### config.mk
export PLATFORM = sky130hd
export DESIGN_NAME = reg_xfer_sequencer_flat
export DESIGN_NICKNAME = d
export VERILOG_FILES = /design/src/rtl/reg_xfer_sequencer_if.sv /design/src/rtl/reg_xfer_sequencer.sv /design/src/flat_wrapper.sv
export SDC_FILE = /design/constraint.sdc
export NUM_CORES = 1
export LEC_CHECK = 0
export ABC_AREA = 0
export CAP_MARGIN = 15
export CORE_ASPECT_RATIO = 0.6
export CORE_UTILIZATION = 34
export CTS_CLUSTER_DIAMETER = 60
export DETAILED_ROUTE_END_ITERATION = 7
export GPL_TIMING_DRIVEN = 1
export MAX_ROUTING_LAYER = met4
export PLACE_DENSITY_LB_ADDON = 0.2
export SYNTH_ARGS = -nofsm -noshare
export SYNTH_HDL_FRONTEND = slang
export SYNTH_SLANG_ARGS = --single-unit
### constraint.sdc
create_clock -name clk -period 2.58 [get_ports clk]
set_input_delay 0.258 -clock clk [delete_from_list [all_inputs] [get_ports clk]]
set_output_delay 0.258 -clock clk [all_outputs]
set_load 0.01 [all_outputs]
### src/rtl/reg_xfer_sequencer_if.sv
// Register-transfer request/strobe bundle between a requester and the
// sequencer. The requester (master) drives the operands; the sequencer
// (slave) returns status and the per-register sel/ld strobes.
interface reg_xfer_if #(
  parameter int N_REGS = 8
);
  logic              req;
  logic              op_alu;
  logic [2:0]        src;
  logic [2:0]        dst;
  logic              busy;
  logic              done;
  logic              err;
  logic [N_REGS-1:0] sel;
  logic [N_REGS-1:0] ld;
  logic              alu_drive;

  modport master (
    output req, op_alu, src, dst,
    input  busy, done, err, sel, ld, alu_drive
  );

  modport slave (
    input  req, op_alu, src, dst,
    output busy, done, err, sel, ld, alu_drive
  );
endinterface

### src/rtl/reg_xfer_sequencer.sv
// reg_xfer_sequencer: sequences one register-file write at a time
// (MOV8, clear, ALU load) and produces the sel/ld strobes so the bus
// source settles before ld rises and stays driven after ld falls.
// Optional build macro: SINGLE_STEP_EN adds a 'step' input; every
// phase advance then waits for step=1.

// Per-register strobe decode: one instance per register slot.
module reg_xfer_strobe_lane #(
  parameter int IDX = 0
) (
  input  logic       drive_mov,
  input  logic       latch,
  input  logic [2:0] src,
  input  logic [2:0] dst,
  output logic       sel_bit,
  output logic       ld_bit
);
  localparam logic [2:0] ID = 3'(IDX);

  assign sel_bit = drive_mov && (src == ID);
  assign ld_bit  = latch && (dst == ID);
endmodule

module reg_xfer_sequencer #(
  parameter int N_REGS = 8,
  parameter int SETTLE = 2,
  parameter int HOLD   = 1
) (
  input logic        clk,
  input logic        reset,
`ifdef SINGLE_STEP_EN
  input logic        step,
`endif
  reg_xfer_if.slave  bus
);
  localparam int         CNT_W     = 4;
  localparam logic [CNT_W-1:0] SETTLE_LD = CNT_W'(SETTLE - 1);
  localparam logic [CNT_W-1:0] HOLD_LD   = CNT_W'(HOLD - 1);
  localparam logic [2:0] IDX_A     = 3'd0;
  localparam logic [2:0] IDX_D     = 3'd3;

  typedef enum logic [2:0] {
    S_IDLE    = 3'd0,
    S_DRIVE   = 3'd1,
    S_LATCH   = 3'd2,
    S_RELEASE = 3'd3,
    S_DONE    = 3'd4
  } state_e;

  state_e            state_q, state_d;
  logic [CNT_W-1:0]  cnt_q, cnt_d;
  logic              op_alu_q, op_alu_d;
  logic [2:0]        src_q, src_d;
  logic [2:0]        dst_q, dst_d;

  logic [N_REGS-1:0] sel_q, sel_d;
  logic [N_REGS-1:0] ld_q, ld_d;
  logic              alu_drive_q, alu_drive_d;
  logic              busy_q, busy_d;
  logic              done_q, done_d;
  logic              err_q, err_d;

  logic              adv;
  logic              reject;
  logic              driving;
  logic              drive_mov;
  logic              latch;
  logic [N_REGS-1:0] sel_lane;
  logic [N_REGS-1:0] ld_lane;

  // Phase-advance qualifier: free-running unless single-step is built in.
`ifdef SINGLE_STEP_EN
  assign adv = step;
`else
  assign adv = 1'b1;
`endif

  // State register: FSM, counter, captured operands and registered outputs.
  always_ff @(posedge clk or posedge reset) begin
    if (reset) begin
      state_q     <= S_IDLE;
      cnt_q       <= '0;
      op_alu_q    <= 1'b0;
      src_q       <= '0;
      dst_q       <= '0;
      sel_q       <= '0;
      ld_q        <= '0;
      alu_drive_q <= 1'b0;
      busy_q      <= 1'b0;
      done_q      <= 1'b0;
      err_q       <= 1'b0;
    end else begin
      state_q     <= state_d;
      cnt_q       <= cnt_d;
      op_alu_q    <= op_alu_d;
      src_q       <= src_d;
      dst_q       <= dst_d;
      sel_q       <= sel_d;
      ld_q        <= ld_d;
      alu_drive_q <= alu_drive_d;
      busy_q      <= busy_d;
      done_q      <= done_d;
      err_q       <= err_d;
    end
  end

  // Next-state logic: acceptance/rejection in IDLE, counted phases after.
  always_comb begin
    state_d  = state_q;
    cnt_d    = cnt_q;
    op_alu_d = op_alu_q;
    src_d    = src_q;
    dst_d    = dst_q;
    reject   = 1'b0;
    case (state_q)
      S_IDLE: begin
        // Acceptance depends on req only; step does not gate it.
        if (bus.req) begin
          if (bus.op_alu && (bus.dst != IDX_A) && (bus.dst != IDX_D)) begin
            reject = 1'b1;
          end else begin
            op_alu_d = bus.op_alu;
            src_d    = bus.src;
            dst_d    = bus.dst;
            cnt_d    = SETTLE_LD;
            state_d  = S_DRIVE;
          end
        end
      end
      S_DRIVE: begin
        if (adv) begin
          if (cnt_q == '0) state_d = S_LATCH;
          else             cnt_d   = cnt_q - 1'b1;
        end
      end
      S_LATCH: begin
        if (adv) begin
          cnt_d   = HOLD_LD;
          state_d = S_RELEASE;
        end
      end
      S_RELEASE: begin
        if (adv) begin
          if (cnt_q == '0) state_d = S_DONE;
          else             cnt_d   = cnt_q - 1'b1;
        end
      end
      S_DONE: begin
        // req seen here is deliberately ignored; it is taken in IDLE next.
        if (adv) state_d = S_IDLE;
      end
      default: state_d = S_IDLE;
    endcase
  end

  // Per-register sel/ld decode, one lane per register.
  for (genvar i = 0; i < N_REGS; i++) begin : g_lane
    reg_xfer_strobe_lane #(.IDX(i)) u_lane (
      .drive_mov (drive_mov),
      .latch     (latch),
      .src       (src_d),
      .dst       (dst_d),
      .sel_bit   (sel_lane[i]),
      .ld_bit    (ld_lane[i])
    );
  end

  // Output decode from the upcoming state so outputs are plain flops that
  // line up with the state they describe.
  always_comb begin
    driving     = (state_d == S_DRIVE) || (state_d == S_LATCH) ||
                  (state_d == S_RELEASE);
    // A clear leaves the bus undriven (reads 0): no sel for src==dst.
    drive_mov   = driving && !op_alu_d && (src_d != dst_d);
    latch       = (state_d == S_LATCH);
    sel_d       = sel_lane;
    ld_d        = ld_lane;
    alu_drive_d = driving && op_alu_d;
    busy_d      = (state_d != S_IDLE);
    done_d      = (state_d == S_DONE);
    err_d       = reject;
  end

  assign bus.sel       = sel_q;
  assign bus.ld        = ld_q;
  assign bus.alu_drive = alu_drive_q;
  assign bus.busy      = busy_q;
  assign bus.done      = done_q;
  assign bus.err       = err_q;

  // Bus-ownership invariants on the registered strobes.
  a_sel_onehot0 : assert property (@(posedge clk) disable iff (reset)
    $onehot0(sel_q));
  a_ld_onehot0  : assert property (@(posedge clk) disable iff (reset)
    $onehot0(ld_q));
  a_ld_in_latch : assert property (@(posedge clk) disable iff (reset)
    (|ld_q) |-> (state_q == S_LATCH));
  a_one_driver  : assert property (@(posedge clk) disable iff (reset)
    !((|sel_q) && alu_drive_q));
  a_src_stable  : assert property (@(posedge clk) disable iff (reset)
    (|ld_q) |-> ($stable(sel_q) && $stable(alu_drive_q)));
endmodule
### src/flat_wrapper.sv
// flat-port wrapper written by rule: the top's interface ports become plain ports
module reg_xfer_sequencer_flat 
#(
  parameter int N_REGS = 8,
  parameter int SETTLE = 2,
  parameter int HOLD   = 1
)
  (clk, reset, bus_req, bus_op_alu, bus_src, bus_dst, bus_busy, bus_done, bus_err, bus_sel, bus_ld, bus_alu_drive);
  reg_xfer_if #(.N_REGS(N_REGS)) bus_i ();
  input logic clk;
  input logic reset;
  input wire logic [$bits(bus_i.req)-1:0] bus_req;
  input wire logic [$bits(bus_i.op_alu)-1:0] bus_op_alu;
  input wire logic [$bits(bus_i.src)-1:0] bus_src;
  input wire logic [$bits(bus_i.dst)-1:0] bus_dst;
  output wire logic [$bits(bus_i.busy)-1:0] bus_busy;
  output wire logic [$bits(bus_i.done)-1:0] bus_done;
  output wire logic [$bits(bus_i.err)-1:0] bus_err;
  output wire logic [$bits(bus_i.sel)-1:0] bus_sel;
  output wire logic [$bits(bus_i.ld)-1:0] bus_ld;
  output wire logic [$bits(bus_i.alu_drive)-1:0] bus_alu_drive;
  assign bus_i.req = bus_req;
  assign bus_i.op_alu = bus_op_alu;
  assign bus_i.src = bus_src;
  assign bus_i.dst = bus_dst;
  assign bus_busy = bus_i.busy;
  assign bus_done = bus_i.done;
  assign bus_err = bus_i.err;
  assign bus_sel = bus_i.sel;
  assign bus_ld = bus_i.ld;
  assign bus_alu_drive = bus_i.alu_drive;
  reg_xfer_sequencer #(.N_REGS(N_REGS), .SETTLE(SETTLE), .HOLD(HOLD)) u_core (.clk(clk), .reset(reset), .bus(bus_i));
endmodule
# After elaboration in Yosys (flattened, before gate mapping)
# Cells that the tools add are included.
dict set report word_totals {
  word_cells 92
  inputBits 10
  ff_bits 34
  output_inout_bits 20
}
dict set report classes {
  eq_ne 26
  n_addsub 1
  n_mux 21
  reduce_logical 33
}
# cell count
set op_table {}
lappend op_table {{3-bit two-way mux} 10}
lappend op_table {{3-bit equality test, second input constant} 9}
lappend op_table {{3-bit by 2-bit equality test with 1-bit output, second input constant} 8}
lappend op_table {{1-bit logical AND} 21}
lappend op_table {{3-bit by 1-bit equality test with 1-bit output, second input constant} 4}
lappend op_table {{4-bit two-way mux} 3}
lappend op_table {{3-bit one-hot mux with 4 select lines} 1}
lappend op_table {{4-bit one-hot mux with 3 select lines} 1}
lappend op_table {{3-bit zero test} 3}
lappend op_table {{3-bit nonzero test} 3}
lappend op_table {{1-bit two-way mux} 6}
lappend op_table {{2-bit inequality test, second input constant} 3}
lappend op_table {{4-bit zero test} 1}
lappend op_table {{4-bit AND reduction} 1}
lappend op_table {{4-bit by 1-bit subtractor with 4-bit output, second input constant} 1}
lappend op_table {{3-bit by 2-bit inequality test with 1-bit output, second input constant} 1}
lappend op_table {{3-bit inequality test} 1}
lappend op_table {{1-bit logical OR} 2}
lappend op_table {{2-bit OR reduction} 1}
lappend op_table {{1-bit zero test} 1}

# Logic depth before layout (Yosys ltp)
dict set report logic_depth {
  ltp_word 12
  depth_mapped 8
  depth_no_buf 7
}

# By module
# Synthesis repeated with hierarchy kept, for this count alone.
dict set report unflattened {
  hier_cells 111
  hier_area_um2 1485.2
}
# module n_inst seq_area_each_um2 cells_per_inst area_per_inst_um2
set by_module_without_submodules {}
lappend by_module_without_submodules {reg_xfer_sequencer 1 850.8 95 1302.5}
lappend by_module_without_submodules {{reg_xfer_strobe_lane (u_core.g_lane[1].u_lane ...)} 3 0.0 2 25.0}
lappend by_module_without_submodules {{reg_xfer_strobe_lane (u_core.g_lane[3].u_lane ...)} 3 0.0 2 20.0}
lappend by_module_without_submodules {{reg_xfer_strobe_lane (u_core.g_lane[0].u_lane)} 1 0.0 2 30.0}
lappend by_module_without_submodules {{reg_xfer_strobe_lane (u_core.g_lane[7].u_lane)} 1 0.0 2 17.5}

# Worst setup path after synthesis
# No wires, ideal clock.
dict set report synth_timing {
  path_type {flip-flop to flip-flop}
  startpoint {register u_core.state_q[1]}
  endpoint {register u_core.cnt_q[1]}
  t_required_ns 2.506
  arrival_ns 1.778
  path_stages_with_launch 8
  synth_period_minus_slack_ns 1.852
  path_slack_ns 0.728
  path_buffers 2
  setup_time_ns 0.074
  cell_sequence {dfrtp_1 buf_6 or4b_4 buf_6 nor3_4 nor2_2 or3b_1 o21ai_2}
}
dict set report synth_via {
  elab_chain_cells 4
  elab_cells_between_ends 11
  cone_classes {6 x eq/ne; 1 x mux; 4 x reduce/logical}
}
# element line
set synth_lines {}
lappend synth_lines {{start, declared} reg_xfer_sequencer.sv:50} ;# state_e state_q, state_d;
lappend synth_lines {{start signal, assigned} reg_xfer_sequencer.sv:93} ;# state_q <= state_d;
lappend synth_lines {{3-bit by 1-bit equality test with 1-bit output or 3-bit by 2-bit equality test with 1-bit output (tied branches)} reg_xfer_sequencer.sv:115} ;# case (state_q)
lappend synth_lines {{2-bit OR reduction (no source line)} n/a}
lappend synth_lines {{2-bit inequality test (no source line) or 3-bit nonzero test (tied branches)} n/a}
lappend synth_lines {{4-bit AND reduction (no source line)} n/a}
lappend synth_lines {{end signal, assigned} reg_xfer_sequencer.sv:94} ;# cnt_q <= cnt_d;
lappend synth_lines {{end, declared} reg_xfer_sequencer.sv:51} ;# logic [CNT_W-1:0] cnt_q, cnt_d;
# Several ways; a longest one is shown, not always the timed one.
# A chain may end at the register's enable or synchronous reset.

# Worst setup path in the final report
dict set report layout_timing {
  startpoint {input port bus_dst[1]}
  endpoint {register u_core.sel_q[2], in the netlist u_core.bus.sel[2]}
}
dict set report layout_via {
  elab_chain_cells 12
  elab_cells_between_ends 27
  cone_classes {6 x eq/ne; 12 x mux; 9 x reduce/logical}
}
# element line
set layout_lines {}
lappend layout_lines {{start, declared} flat_wrapper.sv:15} ;# input wire logic [$bits(bus_i.dst)-1:0] bus_dst;
lappend layout_lines {{3-bit nonzero test} reg_xfer_sequencer.sv:119} ;# if (bus.op_alu && (bus.dst != IDX_A) && (bus.dst != IDX_D)) begin
lappend layout_lines {{1-bit logical AND (2 in a row)} reg_xfer_sequencer.sv:119}
lappend layout_lines {{3-bit two-way mux} reg_xfer_sequencer.sv:119}
lappend layout_lines {{3-bit two-way mux} reg_xfer_sequencer.sv:118} ;# if (bus.req) begin
lappend layout_lines {{3-bit one-hot mux with 4 select lines} reg_xfer_sequencer.sv:115}
lappend layout_lines {{3-bit by 1-bit equality test with 1-bit output or 3-bit by 2-bit equality test with 1-bit output (tied branches)} reg_xfer_sequencer.sv:171} ;# driving = (state_d == S_DRIVE) || (state_d == S_LATCH) ||
lappend layout_lines {{1-bit logical OR (2 in a row)} reg_xfer_sequencer.sv:171}
lappend layout_lines {{1-bit logical AND (2 in a row)} reg_xfer_sequencer.sv:174} ;# drive_mov = driving && !op_alu_d && (src_d != dst_d);
lappend layout_lines {{1-bit logical AND (*)} reg_xfer_sequencer.sv:20} ;# assign sel_bit = drive_mov && (src == ID);
lappend layout_lines {{named net u_core.g_lane[2].u_lane.sel_bit} reg_xfer_sequencer.sv:15} ;# output logic sel_bit,
lappend layout_lines {{end signal, assigned} reg_xfer_sequencer.sv:98} ;# sel_q <= sel_d;
lappend layout_lines {{end, declared} reg_xfer_sequencer.sv:56} ;# logic [N_REGS-1:0] sel_q, sel_d;
# The timed path passes the listed nets; every way through them passes the cells marked *.

==> metrics <==
WL met2 about 1700 µm; HP Class in -> async; reg2reg path depth 5; Synth Instances 164; overall routing resource usage 0.174; Final Hold Vio Count 0; Mean Syn Cell Area around 10 µm²; Synthesis Warnings 0; WL met1 1950 µm; Crit. End Element flip-flop; CTS Root Cell clkbuf_8; num rows 19; Final Max Tran Viols 0; worst setup path startpoint bus_dst[1]; register area share after synthesis 0.517; r2r setup slk between 0.5 and 0.6 ns; met3 wire len between 150 and 200 µm; Final period util 0.812; Max FO, Critical Path 7; outcome complete, no violations; Inserted Diodes 0; # fillers 440; total wire length 3840 µm; clock latency at the later pin of the worst-skew pair 0.28 ns; vias in the first global route 1253; antenna violations before repair 0; minimum clock period between 2 and 2.5 ns; Gate power share 0.420; switching fraction of total power 0.375; Multi-input gate area just under 700 µm²; Die H approximately 56 µm; post_cts resized 0; CP Data Required Time 2.72 ns; crit path kind in -> reg; cts hold-fix bufs 0; post-DP HPWL 2790 µm; leakage about 0.91 nW; clock group share of total power 0.201; worst endpoint data arrival time 2.23 ns; Die Span X 91.8 µm; grt total ovfl 0; reg2reg start u_core.state_q[1]; Initial Util 0.357; Sequential Area roughly 850 µm²; Max IR drop VDD between 0.0003 and 0.0004 V; postcts setup bufs 0; Fin Clk Skew ~0.0033 ns; RSZ-0062 raised after global routing false; most common cell after layout, fill and taps aside dfrtp_1; share of cells above drive strength 1 0.120; Core ar. roughly 4600 µm²; antenna viol nets, final 0; CTS tree done; Top Metal Used met4; unique cell type count in the Yosys netlist 39; vias per cell around 5; Async S/R FF share, synth 1.00; routed len/inst around 15 µm; largest net degree at the start of global routing 35; Synth Net Count 176; internal power around 1.4 mW; clock buffer count from CTS 5; Psw approximately 0.84 mW; flops & latches, synth 34; type of origin of the critical path primary input; Die Area 5130 µm²; most used flip-flop cell after synthesis dfrtp_1; Setup Total Neg Slack 0 ns; RR Endpoint u_core.cnt_q[1]; drt pass-1 iters 4; most frequent cells in the layout dfrtp_1 (34), clkdlybuf4s50_1 (29), nor2_1 (24); 1st-iter DRT viols 50; max cap viols 0; DRC viols 0; Nets about 210; Flop pwr share 0.379; Slew HR 0.651; Power Density between 1000 and 1500 nW/µm²; vias between 1000 and 1500; worst setup path endpoint u_core.bus.sel[2]; maximum clock path buffer count 2; Reg clk slew, reported paths approximately 0.070 ns; actual slew at the worst max-slew pin ~0.5 ns; f_max 0.477 GHz; area of the mapped netlist roughly 1600 µm²; final core occ 0.461; Area Growth Syn to Fin 29.1%; IO Count 30; Buffers on Ports 29; GPL Wtd Cong 0.774; Worst Slack Setup Final ~0.48 ns; CTS Sinks 34; H-tree depth 2; endpoints failing setup 0; Post-synth EDFFs 0; dpl ws roughly 0.20 ns; first-pass GRT wire length around 6400 µm
[cell families after synthesis]
group           after synthesis  share of synthesized area
simple gates                 63                      0.209
flops                        34                      0.517
compound gates               32                      0.132
buf+inv                      21                     0.0616
xor+xnor                     10                     0.0532
mux                           2                     0.0122
fa+ha+maj                     2                     0.0152
[power groups by stage]
stage	logic (mW)	registers (mW)	clock network, mW
CTS	0.948	0.848	0.471
floorplan	0.635	0.846	0
finish	0.946	0.852	0.453
global route	1.06	0.869	0.505
global placement	0.916	0.848	0
detailed placement	0.946	0.856	0
[cell usage after synthesis (3+ instances only)]
master | count | share of area
nand3_1 | 3 | 0.0091
o21ai_0 | 13 | 0.040
inv_1 | 13 | 0.030
buf_2 | 3 | 0.0091
xnor2_1 | 7 | 0.037
dfrtp_1 | 34 | 0.52
a31oi_1 | 4 | 0.015
nor3_1 | 9 | 0.027
nand2b_1 | 3 | 0.011
nand2_1 | 8 | 0.018
nor2_1 | 24 | 0.055
xor2_1 | 3 | 0.016
a211oi_1 | 6 | 0.027
[stage by stage]
| step | area (µm²) | total power [mW] | std cells | hold slack (ns) |
|---|---|---|---|---|
| 2_1_floorplan | 1650 | 1.48 | 164 | 0.375 |
| 3_3_place_gp | 2020 | 1.76 | 255 | 0.525 |
| 5_1_grt | 2130 | 2.44 | 263 | 0.450 |
| 6_report | 2130 | 2.25 | 263 | 0.383 |
| 4_1_cts | 2130 | 2.27 | 263 | 0.401 |
| 3_5_place_dp | 2020 | 1.80 | 255 | 0.535 |
[routing by layer]
layer  GRT usage  up-vias
li1            -      632
met1       0.229      624
met2       0.247       42
met3      0.0560        4
met4      0.0737        0
met5           -        -
[how the worst min path moves through the flow]
| stage | from | to | slack [ns] | depth (start not counted) |
|---|---|---|---|---|
| finish | reset | u_core.bus.done | 0.38 | 3 |
| CTS | reset | u_core.bus.sel[3] | 0.40 | 3 |
| global placement | u_core.cnt_q[3] | u_core.cnt_q[3] | 0.53 | 2 |
| detailed placement | u_core.op_alu_q | u_core.op_alu_q | 0.53 | 1 |
| floorplan | bus_src[0] | u_core.src_q[0] | 0.37 | 2 |
| global route | reset | u_core.cnt_q[3] | 0.45 | 3 |
[flip-flops by register name (all words and copies together), names as in the netlist]
name	flops
u_core.bus.busy	1
u_core.bus.ld	8
u_core.bus.sel	8
u_core.bus.alu_drive	1
u_core.src_q	3
u_core.state_q	3
u_core.op_alu_q	1
u_core.dst_q	3
u_core.bus.err	1
u_core.bus.done	1
u_core.cnt_q	4
[worst max-delay path: stages]
cell	delay, ns
clkdlybuf4s50_1	0.62
xor2_1	0.36
o21ai_1	0.17
nand2_2	0.19
mux2i_1	0.49
nor3_1	0.13
[area by class of cell]
cell class	count	area share
timing repair buffer	36	0.161
inverter	13	0.0230
multi-input combinational	109	0.327
tap	63	0.0371
clock buffer	8	0.0518
sequential	34	0.400
Power figures use the tool's default switching activity.
